==> config.mk <==
export PLATFORM = sky130hd
export DESIGN_NAME = axi_xbar_remap_ctrl
export DESIGN_NICKNAME = d
export VERILOG_FILES = /design/src/rtl/axi_xbar_remap_ctrl.sv
export SDC_FILE = /design/constraint.sdc
export NUM_CORES = 2
export LEC_CHECK = 0
export ABC_AREA = 1
export BUFFER_PORTS_ARGS = -buffer_cell sky130_fd_sc_hd__buf_2
export CORE_AREA = 2 2 524 526
export DETAILED_ROUTE_END_ITERATION = 7
export DIE_AREA = 0 0 526 528
export PLACE_DENSITY = 0.34
export SYNTH_ARGS = -nofsm -noshare
export SYNTH_HDL_FRONTEND = slang
export SYNTH_SLANG_ARGS = --single-unit
==> constraint.sdc <==
create_clock -name clk_i -period 18.9 [get_ports clk_i]
set_input_delay 0.945 -clock clk_i [delete_from_list [all_inputs] [get_ports clk_i]]
set_output_delay 0.945 -clock clk_i [all_outputs]
set_load 0.02 [all_outputs]
==> src/rtl/axi_xbar_remap_ctrl.sv <==
// Quiesces the crossbar's AW/AR slave-port handshakes, drains outstanding
// transactions, then atomically swaps the address map and default-port settings.
module axi_xbar_remap_ctrl #(
    parameter int unsigned NoSlvPorts  = 4,
    parameter int unsigned NoMstPorts  = 4,
    parameter int unsigned NoAddrRules = 4,
    // Same packed layout as axi_pkg::xbar_rule_64_t: {idx[31:0], start[63:0], end[63:0]}
    parameter type         rule_t      = logic [159:0],
    parameter int unsigned MaxTxns     = 8,
    localparam int unsigned DW = (NoMstPorts > 1) ? $clog2(NoMstPorts) : 1,
    localparam int unsigned CW = $clog2(MaxTxns + 1)
) (
    input  logic                                 clk_i,
    input  logic                                 rst_ni,
    input  logic [NoSlvPorts-1:0]                slv_aw_valid_i,
    output logic [NoSlvPorts-1:0]                slv_aw_ready_o,
    output logic [NoSlvPorts-1:0]                xbar_aw_valid_o,
    input  logic [NoSlvPorts-1:0]                xbar_aw_ready_i,
    input  logic [NoSlvPorts-1:0]                slv_ar_valid_i,
    output logic [NoSlvPorts-1:0]                slv_ar_ready_o,
    output logic [NoSlvPorts-1:0]                xbar_ar_valid_o,
    input  logic [NoSlvPorts-1:0]                xbar_ar_ready_i,
    input  logic [NoSlvPorts-1:0]                b_valid_i,
    input  logic [NoSlvPorts-1:0]                b_ready_i,
    input  logic [NoSlvPorts-1:0]                r_valid_i,
    input  logic [NoSlvPorts-1:0]                r_ready_i,
    input  logic [NoSlvPorts-1:0]                r_last_i,
    input  logic                                 cfg_valid_i,
    output logic                                 cfg_ready_o,
    input  rule_t [NoAddrRules-1:0]              cfg_addr_map_i,
    input  logic [NoSlvPorts-1:0]                cfg_en_default_i,
    input  logic [NoSlvPorts-1:0][DW-1:0]        cfg_default_port_i,
    output rule_t [NoAddrRules-1:0]              addr_map_o,
    output logic [NoSlvPorts-1:0]                en_default_mst_port_o,
    output logic [NoSlvPorts-1:0][DW-1:0]        default_mst_port_o,
    output logic                                 busy_o,
    output logic                                 done_o
);

    typedef enum logic [1:0] {IDLE, BLOCK, DRAIN, SWAP} state_e;

    state_e                          state_q, state_d;
    logic [NoSlvPorts-1:0]           blk_aw_q, blk_aw_d, blk_ar_q, blk_ar_d;
    logic [NoSlvPorts-1:0][CW-1:0]   wr_cnt_q, wr_cnt_d, rd_cnt_q, rd_cnt_d;
    rule_t [NoAddrRules-1:0]         map_q, map_sh_q;
    logic [NoSlvPorts-1:0]           en_q, en_sh_q;
    logic [NoSlvPorts-1:0][DW-1:0]   dp_q, dp_sh_q;

    logic [NoSlvPorts-1:0] aw_hs, ar_hs, b_hs, r_hs;
    logic                  accept, gate_phase;

    function automatic logic [CW-1:0] cnt_next(input logic [CW-1:0] cnt,
                                               input logic inc, input logic dec);
        logic [CW-1:0] res;
        res = cnt;
        if (inc && !dec && (cnt != CW'(MaxTxns))) begin
            res = cnt + 1'b1;
        end else if (dec && !inc && (cnt != '0)) begin
            res = cnt - 1'b1;
        end
        return res;
    endfunction

    assign xbar_aw_valid_o = slv_aw_valid_i & ~blk_aw_q;
    assign slv_aw_ready_o  = xbar_aw_ready_i & ~blk_aw_q;
    assign xbar_ar_valid_o = slv_ar_valid_i & ~blk_ar_q;
    assign slv_ar_ready_o  = xbar_ar_ready_i & ~blk_ar_q;

    assign aw_hs = xbar_aw_valid_o & xbar_aw_ready_i;
    assign ar_hs = xbar_ar_valid_o & xbar_ar_ready_i;
    assign b_hs  = b_valid_i & b_ready_i;
    assign r_hs  = r_valid_i & r_ready_i & r_last_i;

    assign accept     = (state_q == IDLE) && cfg_valid_i;
    assign gate_phase = (state_q == BLOCK) || (state_q == DRAIN);

    assign addr_map_o            = map_q;
    assign en_default_mst_port_o = en_q;
    assign default_mst_port_o    = dp_q;

    // A flag only closes once its port has no valid waiting on the crossbar.
    always_comb begin
        blk_aw_d = blk_aw_q;
        blk_ar_d = blk_ar_q;
        if (state_q == SWAP) begin
            blk_aw_d = '0;
            blk_ar_d = '0;
        end else if (gate_phase) begin
            blk_aw_d = blk_aw_q | ~slv_aw_valid_i | xbar_aw_ready_i;
            blk_ar_d = blk_ar_q | ~slv_ar_valid_i | xbar_ar_ready_i;
        end
    end

    always_comb begin
        wr_cnt_d = wr_cnt_q;
        rd_cnt_d = rd_cnt_q;
        for (int i = 0; i < NoSlvPorts; i++) begin
            wr_cnt_d[i] = cnt_next(wr_cnt_q[i], aw_hs[i], b_hs[i]);
            rd_cnt_d[i] = cnt_next(rd_cnt_q[i], ar_hs[i], r_hs[i]);
        end
    end

    // BLOCK looks at next-cycle flags so an idle crossbar advances every cycle.
    always_comb begin
        state_d     = state_q;
        cfg_ready_o = 1'b0;
        done_o      = 1'b0;
        busy_o      = (state_q != IDLE);
        case (state_q)
            IDLE: begin
                cfg_ready_o = 1'b1;
                if (cfg_valid_i) state_d = BLOCK;
            end
            BLOCK: begin
                if (&{blk_aw_d, blk_ar_d}) state_d = DRAIN;
            end
            DRAIN: begin
                if (&{blk_aw_q, blk_ar_q} && (wr_cnt_q == '0) && (rd_cnt_q == '0)) begin
                    state_d = SWAP;
                end
            end
            SWAP: begin
                done_o  = 1'b1;
                state_d = IDLE;
            end
            default: state_d = IDLE;
        endcase
    end

    always_ff @(posedge clk_i or negedge rst_ni) begin
        if (!rst_ni) begin
            state_q  <= IDLE;
            blk_aw_q <= '0;
            blk_ar_q <= '0;
            wr_cnt_q <= '0;
            rd_cnt_q <= '0;
            map_q    <= '0;
            en_q     <= '0;
            dp_q     <= '0;
        end else begin
            state_q  <= state_d;
            blk_aw_q <= blk_aw_d;
            blk_ar_q <= blk_ar_d;
            wr_cnt_q <= wr_cnt_d;
            rd_cnt_q <= rd_cnt_d;
            if (state_q == SWAP) begin
                map_q <= map_sh_q;
                en_q  <= en_sh_q;
                dp_q  <= dp_sh_q;
            end
        end
    end

    // Shadow holds the pending config; it is only ever read in SWAP.
    always_ff @(posedge clk_i) begin
        if (accept) begin
            map_sh_q <= cfg_addr_map_i;
            en_sh_q  <= cfg_en_default_i;
            dp_sh_q  <= cfg_default_port_i;
        end
    end

    always_ff @(posedge clk_i) begin
        if (rst_ni) begin
            for (int i = 0; i < NoSlvPorts; i++) begin
                assert (!(aw_hs[i] && !b_hs[i] && (wr_cnt_q[i] == CW'(MaxTxns))));
                assert (!(b_hs[i] && !aw_hs[i] && (wr_cnt_q[i] == '0)));
                assert (!(ar_hs[i] && !r_hs[i] && (rd_cnt_q[i] == CW'(MaxTxns))));
                assert (!(r_hs[i] && !ar_hs[i] && (rd_cnt_q[i] == '0)));
            end
        end
    end

endmodule

==> impl_metrics.py <==
metrics = {
    "place": {
        "place_congestion": 0.837,
        "worst_slack_placed_ns": 13.14,
        "portBuffers": 1361,
        "hpwl_um": 155000,
        "dpl-instance-area_um2": 57700,
    },
    "timing": {
        "period_minus_slack_ns": 5.14,
        "clock-skew-final_ns": 0.0551,
        "finalHoldViolCount": 0,
        "timing.final.setup_violations": 0,
        "fin_ws_ns": 13.76,
        "maxSlewHeadroom": 0.199,
        "finalMaxSlewViolations": 0,
        "finalSetupTns_ns": 0,
        "rsz0062_at_grt": "no",
        "tightestPinTransition_ns": 1.20,
        "period_share": 0.272,
        "f_max_mhz": 194,
    },
    "drt": {
        "via_per_inst": 3.66,
        "met3_length_um": 23500,
        "finalWirelength_um": 206000,
        "detail_route.wirelength.met1_um": 81500,
        "post_detailed_route_drc_marker_count": 0,
        "first_iter_violations": 1823,
        "route.top_layer_used": "met5",
        "wl_met2_um": 94900,
        "antenna_left": 0,
        "route.vias.total": 32700,
        "dr.pass1.iters": 5,
        "wire_per_inst_um": 23.1,
    },
    "worst_setup_path": {
        "cp_data_required_time_ns": 19.35,
        "cell_breakdown_of_the_critical_path": "inv_1, ha_1, nand2_1, inv_8, buf_4, buf_4, buf_4, buf_4",
        "cpMostUsedCell": "buf_4",
        "critPathMaxFanout": 96,
        "cp_top_family": "buffers and inverters",
        "cp.arrival_ns": 5.59,
        "cp_num_buf_inv": 6,
        "timing.critical_path.from": "state_q[0]$_DFFE_PN0P_",
        "slowest_stage_cell_cp": "buf_4",
        "category_of_the_most_critical_setup_path": "flip-flop to flip-flop",
        "worst_setup_path_end_kind": "flip-flop",
        "cp_slowest_stage_delay_ns": 0.86,
        "timing.rr.start": "state_q[0]$_DFFE_PN0P_",
        "start_kind": "flip-flop",
    },
    "global_route": {
        "residual_overflow_from_global_routing": 0,
        "grt_antenna_before_repair": 179,
        "grt_pass1_wl_um": 280000,
        "groute.usage.overall": 0.144,
        "first_global_vias": 33300,
        "grt_max_degree": 180,
    },
    "synthesis": {
        "postSynthRegisterBits": 1346,
        "dominantRegCellSynth": "dfrtp_1",
        "asyncSetResetFlopFracSynth": 0.516,
        "ys_warn_count": 0,
        "synthesis.area_um2": 46700,
        "netlist_instances": 3741,
        "cell_variety_after_synth": 26,
        "synthDominantCellAreaShare": 0.420,
        "netlist_top_cells_area": "edfxtp_1, dfrtp_1, nand2_1",
        "post-synth-top-count-cell": "nand2_1",
        "synth-edff-count": 652,
        "synth.cells.most_frequent": "nand2_1, dfrtp_1, edfxtp_1, clkbuf_1, buf_2",
        "cell_accounting_for_the_most_synthesized_area": "edfxtp_1",
        "synth_nets": 4460,
        "synthesis.area_per_instance_um2": 12.5,
        "synth.yosys.seq_area_share": 0.792,
    },
    "die": {
        "start_util": 0.171,
        "die_area_um2": 278000,
        "boundaryPins": 1362,
        "rows": 192,
        "floorplan.core_area_um2": 272000,
        "die-width_um": 526,
        "die_y_um": 528,
    },
    "clock_network": {
        "cts_max_level": 4,
        "clkSinkCount": 1346,
        "clk-insertion-delay-late_ns": 0.85,
        "numCtsBuffers": 172,
        "post_cts_buffers": 0,
        "clock_path_buffers": 4,
        "clock-root-buffer": "clkbuf_16",
        "cts_tree": "done",
        "postCtsResizedCells": 0,
        "path_clk_slew_ns": 0.06,
        "hold_buffers": 0,
    },
    "layout": {
        "nNetsFinal": 5885,
        "post-route-cell-area_um2": 63400,
        "final_layout_size_suffix_gt1_frac": 0.313,
        "syn_to_final_growth_pct": 35.8,
        "post_layout_util": 0.233,
    },
    "power": {
        "power.density_cell_area_nw_per_um2": 185,
        "vdd_ir_drop_max_mv": 0.0856,
        "leakagePower_nw": 29.8,
    },
    "hold_path": {
        "hold_path.class": "input pin to async pin",
    },
    "job": {
        "max_cap_violations": 0,
    },
    "run_status": {
        "outcome": "complete, no violations",
    },
}
-- flip-flops by register name (all words and copies together), names as in the netlist --
name                   cells
state_q                    2
blk_ar_q                   4
en_sh_q                    4
en_default_mst_port_o      4
addr_map_o               640
dp_sh_q                    8
map_sh_q                 640
rd_cnt_q                  16
wr_cnt_q                  16
default_mst_port_o         8
blk_aw_q                   4
-- layer usage --
layer  vias up  GRT usage
met5         -          0
met4       158     0.0380
met3       377     0.0718
met2      1265      0.231
met1     15900      0.169
li1      15000          -
-- cells in the final DEF, fill, tap and decap left out, types with 18 or more instances in the layout --
cell type	n
clkbuf_8	18
nand3_1	25
nor2_1	51
clkinv_1	22
nand2_1	2022
ha_1	19
diode_2	28
buf_4	33
clkbuf_16	174
clkbuf_1	46
buf_2	1360
xor2_1	24
clkinv_2	21
edfxtp_1	652
dfrtp_1	694
inv_1	33
-- area by class of cell --
class                      instances  area (um^2)
antenna                           28         70.1
inverter                          35          146
timing repair buffer            1397         7130
tap                             3589         4490
fill                           29400       209000
sequential                      1346        36900
multi-input combinational       2214         8960
clock inverter                    78          861
clock buffer                     238         4770
-- kinds of logic (layout without fill, tap and decap cells) --
kind of cell	count (synthesis)	in the layout	share of synthesized area
buffers and inverters	181	1748	0.0166
XOR/XNOR	24	24	0.00450
AO/OA/AOI/OAI	29	29	0.00311
other	0	28	0
multiplexers	12	12	0.00279
AND/OR/NAND/NOR	2121	2121	0.172
flip-flops	1346	1346	0.792
adder cells (fa/ha/maj)	28	28	0.00879
-- through the flow --
step | hold WS (ns) | cells | power (mW)
after floorplan | 0.426 | 3741 | 6.93
after global placement | 0.428 | 8581 | 8.59
after detailed placement | 0.431 | 8581 | 8.62
after CTS | 0.0715 | 8897 | 12.0
after global routing | 0.137 | 8899 | 12.5
final | 0.139 | 8925 | 11.7
-- power breakdown --
part	leakage (nW)	internal, mW	switching [mW]
logic	12.4	0.984	2.73
clock network	2.73	1.95	1.37
registers	14.7	4.16	0.546
total	29.8	7.09	4.64
-- worst paths after layout --
path | to | slack [ns] | cells past startpoint
worst min register to register | addr_map_o[486]$_DFFE_PN0N_ | 0.42 | 2
worst min-delay path | addr_map_o[463]$_DFFE_PN0N_ | 0.14 | 1
min in group clk_i | map_sh_q[147]$_DFFE_PP_ | 0.27 | 1
worst max register to register | map_sh_q[63]$_DFFE_PP_ | 13.76 | 8
max in group asynchronous | addr_map_o[358]$_DFFE_PN0N_ | 14.39 | 6
worst max-delay path | map_sh_q[63]$_DFFE_PP_ | 13.76 | 8
Note: power is estimated with default switching activity, not from simulation.
